===== src/rtl/uart_pkg.sv =====
// Shared UART definitions: receiver/transmitter state encoding and baud divisor helper.
package uart_pkg;

  typedef enum logic [2:0] {
    IDLE,
    START,
    DATA,
    PARITY,
    STOP
  } uart_state_e;

  function automatic int clks_per_bit(input int clk_freq, input int baud_rate);
    return clk_freq / baud_rate;
  endfunction

endpackage


===== src/rtl/uart_sync2.sv =====
// Two-flop synchronizer for an asynchronous input that idles high; resets to 1.
module uart_sync2 (
  input  logic i_clk,
  input  logic i_rst,
  input  logic i_d,
  output logic o_q
);

  logic r_ff1;
  logic r_ff2;

  always_ff @(posedge i_clk) begin
    if (i_rst) begin
      r_ff1 <= 1'b1;
      r_ff2 <= 1'b1;
    end else begin
      r_ff1 <= i_d;
      r_ff2 <= r_ff1;
    end
  end

  assign o_q = r_ff2;

endmodule


===== src/rtl/uart_rx_parity.sv =====
// UART receiver, 8 data bits + parity + 1 stop, mid-bit sampling with error flags.
// Optional UART_RX_MAJORITY_EN: 2-of-3 vote around mid-bit, decision one clock later.
module uart_rx_parity
  import uart_pkg::*;
#(
  parameter int CLK_FREQ  = 50_000_000,
  parameter int BAUD_RATE = 9600
) (
  input  logic       clk,
  input  logic       rst,
  input  logic       rx_line,
  input  logic       parity_mode,
  output logic [7:0] rx_data,
  output logic       rx_valid,
  output logic       parity_err,
  output logic       frame_err,
  output logic       rx_busy
);

  localparam int CLKS_PER_BIT = clks_per_bit(CLK_FREQ, BAUD_RATE);
  localparam int HALF_BIT     = CLKS_PER_BIT / 2;
  localparam int CNT_W        = $clog2(CLKS_PER_BIT);
`ifdef UART_RX_MAJORITY_EN
  localparam int SLIP = 1;
`else
  localparam int SLIP = 0;
`endif
  localparam logic [CNT_W-1:0] START_LAST = CNT_W'(HALF_BIT - 1 + SLIP);
  localparam logic [CNT_W-1:0] BIT_LAST   = CNT_W'(CLKS_PER_BIT - 1);

  uart_state_e      r_state;
  uart_state_e      w_nextState;
  logic [CNT_W-1:0] r_baudCnt;
  logic [2:0]       r_bitIdx;
  logic [7:0]       r_shift;
  logic             r_parityMode;
  logic             r_parityErr;
  logic             w_rxS;
  logic             w_sample;
  logic             w_tick;

  uart_sync2 u_sync (
    .i_clk (clk),
    .i_rst (rst),
    .i_d   (rx_line),
    .o_q   (w_rxS)
  );

`ifdef UART_RX_MAJORITY_EN
  logic r_hist1;
  logic r_hist2;

  always_ff @(posedge clk) begin
    if (rst) begin
      r_hist1 <= 1'b1;
      r_hist2 <= 1'b1;
    end else begin
      r_hist1 <= w_rxS;
      r_hist2 <= r_hist1;
    end
  end

  assign w_sample = (w_rxS & r_hist1) | (w_rxS & r_hist2) | (r_hist1 & r_hist2);
`else
  assign w_sample = w_rxS;
`endif

  always_ff @(posedge clk) begin
    if (rst) r_state <= IDLE;
    else     r_state <= w_nextState;
  end

  always_comb begin
    w_nextState = r_state;
    unique case (r_state)
      IDLE:    if (!w_rxS) w_nextState = START;
      START:   if (w_tick) w_nextState = w_sample ? IDLE : DATA;
      DATA:    if (w_tick && (r_bitIdx == 3'd7)) w_nextState = PARITY;
      PARITY:  if (w_tick) w_nextState = STOP;
      STOP:    if (w_tick) w_nextState = IDLE;
      default: w_nextState = IDLE;
    endcase
  end

  // The start bit is confirmed half a bit in; every later sample is a whole bit apart.
  always_comb begin
    w_tick  = 1'b0;
    rx_busy = 1'b0;
    unique case (r_state)
      START: w_tick = (r_baudCnt == START_LAST);
      DATA, PARITY, STOP: begin
        w_tick  = (r_baudCnt == BIT_LAST);
        rx_busy = 1'b1;
      end
      default: ;
    endcase
  end

  always_ff @(posedge clk) begin
    if (rst) begin
      r_baudCnt    <= '0;
      r_bitIdx     <= 3'd0;
      r_shift      <= 8'h00;
      r_parityMode <= 1'b0;
      r_parityErr  <= 1'b0;
      rx_data      <= 8'h00;
      rx_valid     <= 1'b0;
      parity_err   <= 1'b0;
      frame_err    <= 1'b0;
    end else begin
      rx_valid <= 1'b0;
      if ((r_state == IDLE) || w_tick) r_baudCnt <= '0;
      else                             r_baudCnt <= r_baudCnt + 1'b1;
      if (w_tick) begin
        unique case (r_state)
          START: begin
            r_parityMode <= parity_mode;
            r_bitIdx     <= 3'd0;
          end
          DATA: begin
            r_shift[r_bitIdx] <= w_sample;
            if (r_bitIdx != 3'd7) r_bitIdx <= r_bitIdx + 3'd1;
          end
          PARITY: r_parityErr <= (w_sample != ((^r_shift) ^ r_parityMode));
          STOP: begin
            rx_valid   <= 1'b1;
            rx_data    <= r_shift;
            parity_err <= r_parityErr;
            frame_err  <= ~w_sample;
          end
          default: ;
        endcase
      end
    end
  end

endmodule


===== config.mk =====
export PLATFORM = sky130hd
export DESIGN_NAME = uart_rx_parity
export DESIGN_NICKNAME = d
export VERILOG_FILES = /design/src/rtl/uart_pkg.sv /design/src/rtl/uart_sync2.sv /design/src/rtl/uart_rx_parity.sv
export SDC_FILE = /design/constraint.sdc
export NUM_CORES = 1
export LEC_CHECK = 0
export ABC_AREA = 1
export CAP_MARGIN = 10
export CORE_MARGIN = 2
export CORE_UTILIZATION = 55
export CTS_BUF_LIST = sky130_fd_sc_hd__clkbuf_4 sky130_fd_sc_hd__clkbuf_8
export CTS_CLUSTER_SIZE = 12
export DETAILED_ROUTE_END_ITERATION = 7
export HOLD_SLACK_MARGIN = 0.12
export PLACE_DENSITY = 0.86
export SLEW_MARGIN = 5
export SYNTH_ARGS = -nofsm -noshare
export SYNTH_HDL_FRONTEND = slang
export SYNTH_SLANG_ARGS = --single-unit

===== constraint.sdc =====
create_clock -name clk -period 4.38 [get_ports clk]
set_input_delay 1.095 -clock clk [delete_from_list [all_inputs] [get_ports clk]]
set_output_delay 1.095 -clock clk [all_outputs]
set_load 0.01 [all_outputs]

==> results.sh, run 1 <==
export IMPL_status="finished, final reports clean"
export IMPL_diodes=0
export IMPL_cp_start_kind="input port"
export IMPL_relSlewSlack_pct=61.33
export IMPL_synth_distinct_cells=33
export IMPL_row_count=22
export IMPL_ctsHoldBuffers=0
export IMPL_wl_per_cell_um=10.79
export IMPL_fillerInstances=289
export IMPL_slew_violations=0
export IMPL_hold_violations=0
export IMPL_avgSynthCellArea_um2=7.535
export IMPL_setup_violations=0
export IMPL_dr_pass1_iters=4
export IMPL_clock_path_buffers=2
export IMPL_gp_congestion=0.8439
export IMPL_core_um2=3606
export IMPL_final_cells=336
export IMPL_rsz0062_at_grt="false"
export IMPL_syn_inst=271
export IMPL_clk_pin_slew_worst_paths_ns=0.08
export IMPL_hpwl_mm=2.679
export IMPL_fin_util_pct=64.50
export IMPL_drv_cap=0
export IMPL_grt_overflow_total=0
export IMPL_yosysWarnings=0
export IMPL_post_place_cells=328
export IMPL_synth_seq_cells=42
export IMPL_die_w_um=64.93
export IMPL_path_delay_family="buffers and inverters"
export IMPL_drc=0
export IMPL_area_growth_pct=13.91
export IMPL_fin_nets=294
export IMPL_mostFrequentLayoutCells="49 x nor2_1, 42 x dfxtp_1, 40 x nand2_1"
export IMPL_ir_drop_mv=0.1866
export IMPL_power_density_nw_per_um2=356.2
export IMPL_ctsResizeCount=0
export IMPL_drive_gt1_share_pct=12.50
export IMPL_cts_tree="done"
export IMPL_period_needed_ns=2.745
export IMPL_p_total_uw=828.5
export IMPL_cts_sinks=42
export IMPL_dp_slack_ns=1.325
export IMPL_worstPathBufferInverterCount=2
export IMPL_grt_pass1_wl_mm=6.541
export IMPL_slowest_delay_ns=0.60
export IMPL_ant_nets=0
export IMPL_fp_dieH_um=64.93
export IMPL_antenna_found_initial=0
export IMPL_dieArea_um2=4216
export IMPL_postCtsSetupBuffers=0
export IMPL_clock_skew_ns=0.007720
export IMPL_p_leak_uw=0.0009879
export IMPL_worstSetupEndpointType="flip-flop"
export IMPL_grt_pass1_vias=1587
export IMPL_pin_count=16
export IMPL_yosysTopAreaCellShare_pct=41.18
export IMPL_crit_path_top_delay_cell="clkdlybuf4s50_1"
export IMPL_hold_class="reg -> reg"
export IMPL_htreeDepth=2
export IMPL_cts_root_buf="clkbuf_8"
export IMPL_grt_total_usage_pct=19.62
export IMPL_yosys_area_top_type="dfxtp_1"
export IMPL_final_common_cell="nor2_1"
export IMPL_ys_seq_area_share_pct=41.18
export IMPL_drt_iter0_drc=141
export IMPL_netlist_top_cells_area="dfxtp_1 41%, nor2_1 9.0%, nand2_1 7.4%, inv_1 5.0%, nand3_1 4.9%"
export IMPL_numPortBuffers=15
export IMPL_clk_latency_ns=0.29
export IMPL_grt_max_degree=23
export IMPL_postSynth_asyncResetShare_pct=0
export IMPL_fin_crit_sh_pct=62.66
export IMPL_setup_tns_ns=0
export IMPL_crit_chain="clkdlybuf4s50_1 > inv_1 > nand3_2 > o21bai_1 > a21oi_1"
export IMPL_via_count=1690
export IMPL_synth_edf_count=0
export IMPL_cp_data_required_time_ns=4.60
export IMPL_critical_path_class="in -> reg"
export IMPL_tightest_slew_ns=0.5793
export IMPL_synth_area_um2=2042
export IMPL_wl_mm=3.624
export IMPL_cts_made_buffers=5
export IMPL_syn_num_nets=278
export IMPL_viasPerCell=5.030
export IMPL_finalWorstSetupSlack_ns=1.635
export IMPL_synthFlopType="dfxtp_1"
export IMPL_fmax_ghz=0.3644
export IMPL_crit_path_max_fanout=22
export IMPL_worstPathArrival_ns=2.97
export IMPL_initial_core_util_pct=56.63
-- worst register-to-register path, delay by kind of cell (launching register included) --
family | cells | cell delay (ns)
compound gates | 2 | 0.58
fa+ha+maj | 1 | 0.20
flops | 1 | 0.36
simple gates | 4 | 0.57
-- sequential cells by signal, indices dropped and copies added (netlist names) --
signal,count
frame_err,1
parity_err,1
r_baudCnt,13
r_bitIdx,3
r_parityErr,1
r_parityMode,1
r_shift,8
r_state,3
rx_data,8
rx_valid,1
u_sync.o_q,1
u_sync.r_ff1,1
-- synthesized netlist by cell type, types with 2 or more instances --
master    number
nor2_1        49
dfxtp_1       42
nand2_1       40
inv_1         27
nand3_1       20
a21oi_1       19
o21ai_0       14
xor2_1         7
xnor2_1        6
inv_2          5
nor3b_2        5
clkbuf_1       3
ha_1           3
nand3_2        3
nor2_2         3
nor3b_1        3
or2_2          3
nand2_2        2
nand4_1        2
nor2_4         2
-- area by class of cell --
class	count	area (um^2)	share of cell area, %
clock buffer	5	68.82	2.959
clock inverter	3	40.04	1.721
inverter	32	120.1	5.164
multi-input combinational	191	1046	44.97
sequential	42	840.8	36.15
tap	48	60.06	2.582
timing repair buffer	15	150.1	6.455
-- report_power, final --
part | internal [uW] | switching [uW]
logic | 44.3 | 87.6
clock network | 168 | 124
registers | 394 | 11.0
total | 606 | 223
-- routing by layer --
metal | vias to the layer above | routed length, um | GRT usage [%]
met5 | - | 0 | 0
met4 | 0 | 36 | 7.181
met3 | 4 | 119 | 4.167
met2 | 30 | 1767 | 33.89
met1 | 764 | 1701 | 23.88
li1 | 892 | - | -
-- final timing paths --
check                                from                        to  slack [ns]  cells after the start
hold / removal    u_sync.r_ff1$_SDFF_PP1_     u_sync.o_q$_SDFF_PP1_        0.42                      1
setup / recovery                      rst  r_baudCnt[12]$_SDFF_PP0_        1.64                      5
setup reg to reg  r_baudCnt[0]$_SDFF_PP0_  r_bitIdx[1]$_SDFFE_PP0P_        2.62                      7
hold reg to reg   u_sync.r_ff1$_SDFF_PP1_     u_sync.o_q$_SDFF_PP1_        0.42                      1
-- cells by family after synthesis --
family                   count (synthesis)  share of synthesized area (%)
AO/OA/AOI/OAI                           37                          9.988
adder cells (fa/ha/maj)                  3                          1.838
buffers and inverters                   38                          7.598
AND/OR/NAND/NOR                        138                          33.82
XOR/XNOR                                13                          5.576
flip-flops                              42                          41.18
-- per-stage QoR --
stage	hold WS, ns	instance area, um^2
CTS	0.4191	2326
global placement	0.3939	2217
floorplan	0.3895	2042
finish	0.4164	2326
detailed placement	0.3999	2217
global route	0.4390	2326
(Power assumes the default switching activity.)
==> run 2: changes to the inputs <==
--- a/config.mk
+++ b/config.mk
@@ -8,12 +8,12 @@
 export ABC_AREA = 1
 export CAP_MARGIN = 10
 export CORE_MARGIN = 2
-export CORE_UTILIZATION = 55
+export CORE_UTILIZATION = 54
 export CTS_BUF_LIST = sky130_fd_sc_hd__clkbuf_4 sky130_fd_sc_hd__clkbuf_8
 export CTS_CLUSTER_SIZE = 12
 export DETAILED_ROUTE_END_ITERATION = 7
 export HOLD_SLACK_MARGIN = 0.12
-export PLACE_DENSITY = 0.86
+export PLACE_DENSITY = 0.88
 export SLEW_MARGIN = 5
 export SYNTH_ARGS = -nofsm -noshare
 export SYNTH_HDL_FRONTEND = slang
==> constraint.sdc (replaced) <==
create_clock -name clk -period 2.4 [get_ports clk]
set_input_delay 0.6 -clock clk [delete_from_list [all_inputs] [get_ports clk]]
set_output_delay 0.6 -clock clk [all_outputs]
set_load 0.01 [all_outputs]
==> results.sh, run 2 (synthesis gave the netlist of run 1 again) <==
export IMPL_setup_tns_ns=0
export IMPL_drive_gt1_share_pct=13.10
export IMPL_final_common_cell="nor2_1"
export IMPL_reg2reg_slack_ns=0.64
export IMPL_relSlewSlack_pct=76.00
export IMPL_cts_sinks=42
export IMPL_rsz0062_at_grt="false"
export IMPL_critical_path_class="reg -> out"
export IMPL_crit_path_max_fanout=4
export IMPL_die_w_um=65.50
export IMPL_drv_cap=0
export IMPL_diodes=0
export IMPL_mostFrequentLayoutCells="49 x nor2_1, 42 x dfxtp_1, 40 x nand2_1"
export IMPL_ctsHoldBuffers=0
export IMPL_pin_count=16
export IMPL_clk_pin_slew_worst_paths_ns=0.08
export IMPL_wl_mm=3.852
export IMPL_clock_skew_ns=0.01124
export IMPL_hold_class="reg -> reg"
export IMPL_reg_top3="r_baudCnt x13, r_shift x8, rx_data x8"
export IMPL_tightest_slew_ns=0.3562
export IMPL_cts_made_buffers=5
export IMPL_clk_latency_ns=0.29
export IMPL_core_um2=3661
export IMPL_power_density_nw_per_um2=625.7
export IMPL_grt_overflow_total=0
export IMPL_cts_root_buf="clkbuf_8"
export IMPL_ir_drop_mv=0.3499
export IMPL_fin_util_pct=63.57
export IMPL_area_growth_pct=13.97
export IMPL_fp_dieH_um=65.50
export IMPL_cp_start_kind="flip-flop"
export IMPL_grt_max_degree=22
export IMPL_worstPathArrival_ns=1.50
export IMPL_worstSetupEndpointType="output port"
export IMPL_fmax_ghz=0.4769
export IMPL_multi_input_area_um2=1046
export IMPL_status="finished, final reports clean"
export IMPL_slew_violations=0
export IMPL_wl_per_cell_um=11.40
export IMPL_cp_data_required_time_ns=1.80
export IMPL_grt_pass1_wl_mm=6.403
export IMPL_dieArea_um2=4290
export IMPL_drc=0
export IMPL_period_needed_ns=2.097
export IMPL_via_count=1738
export IMPL_clock_path_buffers=2
export IMPL_ctsResizeCount=0
export IMPL_numPortBuffers=15
export IMPL_htreeDepth=2
export IMPL_grt_pass1_vias=1514
export IMPL_p_leak_uw=0.0009868
export IMPL_antenna_found_initial=0
export IMPL_largest_register_ff_count=13
export IMPL_dr_pass1_iters=4
export IMPL_cts_tree="done"
export IMPL_gp_congestion=0.8229
export IMPL_hold_violations=0
export IMPL_viasPerCell=5.142
export IMPL_regArea_um2=840.8
export IMPL_setup_violations=0
export IMPL_postCtsSetupBuffers=0
export IMPL_fin_crit_sh_pct=87.38
export IMPL_initial_core_util_pct=55.78
export IMPL_row_count=22
export IMPL_fin_nets=296
export IMPL_hpwl_mm=2.836
export IMPL_grt_total_usage_pct=19.41
export IMPL_fillerInstances=315
export IMPL_drt_iter0_drc=113
export IMPL_regMostFlops="r_baudCnt"
export IMPL_ant_nets=0
-- run 2: changes by cell type in the layout (fill, tap and decap cells not counted) --
cell and change:
bufinv_16 -1, buf_4 +2, clkbuf_8 +1, clkinv_2 -1
clkinvlp_4 +1
-- run 2: worst paths after layout --
check	start	depth (start not counted)	end
hold reg to reg	u_sync.r_ff1$_SDFF_PP1_	1	u_sync.o_q$_SDFF_PP1_
hold / removal	u_sync.r_ff1$_SDFF_PP1_	1	u_sync.o_q$_SDFF_PP1_
setup / recovery	r_state[0]$_SDFFE_PP0P_	4	rx_busy
setup reg to reg	r_baudCnt[0]$_SDFF_PP0_	6	r_bitIdx[1]$_SDFFE_PP0P_
-- run 2: report_power, final --
group | total, uW | internal (uW) | leakage, uW | switching, uW
clock | 466 | 231 | 0.0000472 | 235
sequential | 739 | 719 | 0.000339 | 20.4
combinational | 251 | 83.1 | 0.000600 | 168
-- run 2: area by class of cell --
class | count | share of cell area (%)
clock buffers | 6 | 3.548
clock inverters | 2 | 0.5376
inverters | 32 | 5.161
multi-input cells | 191 | 44.95
flip-flops and latches | 42 | 36.13
well taps | 48 | 2.581
repair buffers | 17 | 7.097
-- run 2: through the flow --
stage	cells	instance area [um^2]	setup WS [ns]	power, uW	hold WS, ns
2_1_floorplan	271	2042	0.8785	945.0	0.3895
5_1_grt	338	2327	0.2134	1541	0.4405
3_5_place_dp	330	2232	0.6112	1006	0.4055
4_1_cts	338	2327	0.2930	1466	0.4175
3_3_place_gp	330	2232	0.6443	993.1	0.3927
6_report	338	2327	0.3030	1456	0.4140
-- run 2: critical path, stage by stage (launching register included) --
cell and delay [ns]:
dfxtp_1 0.33, inv_1 0.11, nand3_2 0.14, nand2_2 0.10
clkdlybuf4s50_1 0.53
-- run 2: layer usage --
| metal | share of wire [%] | track usage [%] |
|---|---|---|
| met5 | 0 | 0 |
| met4 | 0.86 | 4.948 |
| met3 | 3.7 | 6.336 |
| met2 | 47 | 31.76 |
| met1 | 48 | 24.70 |
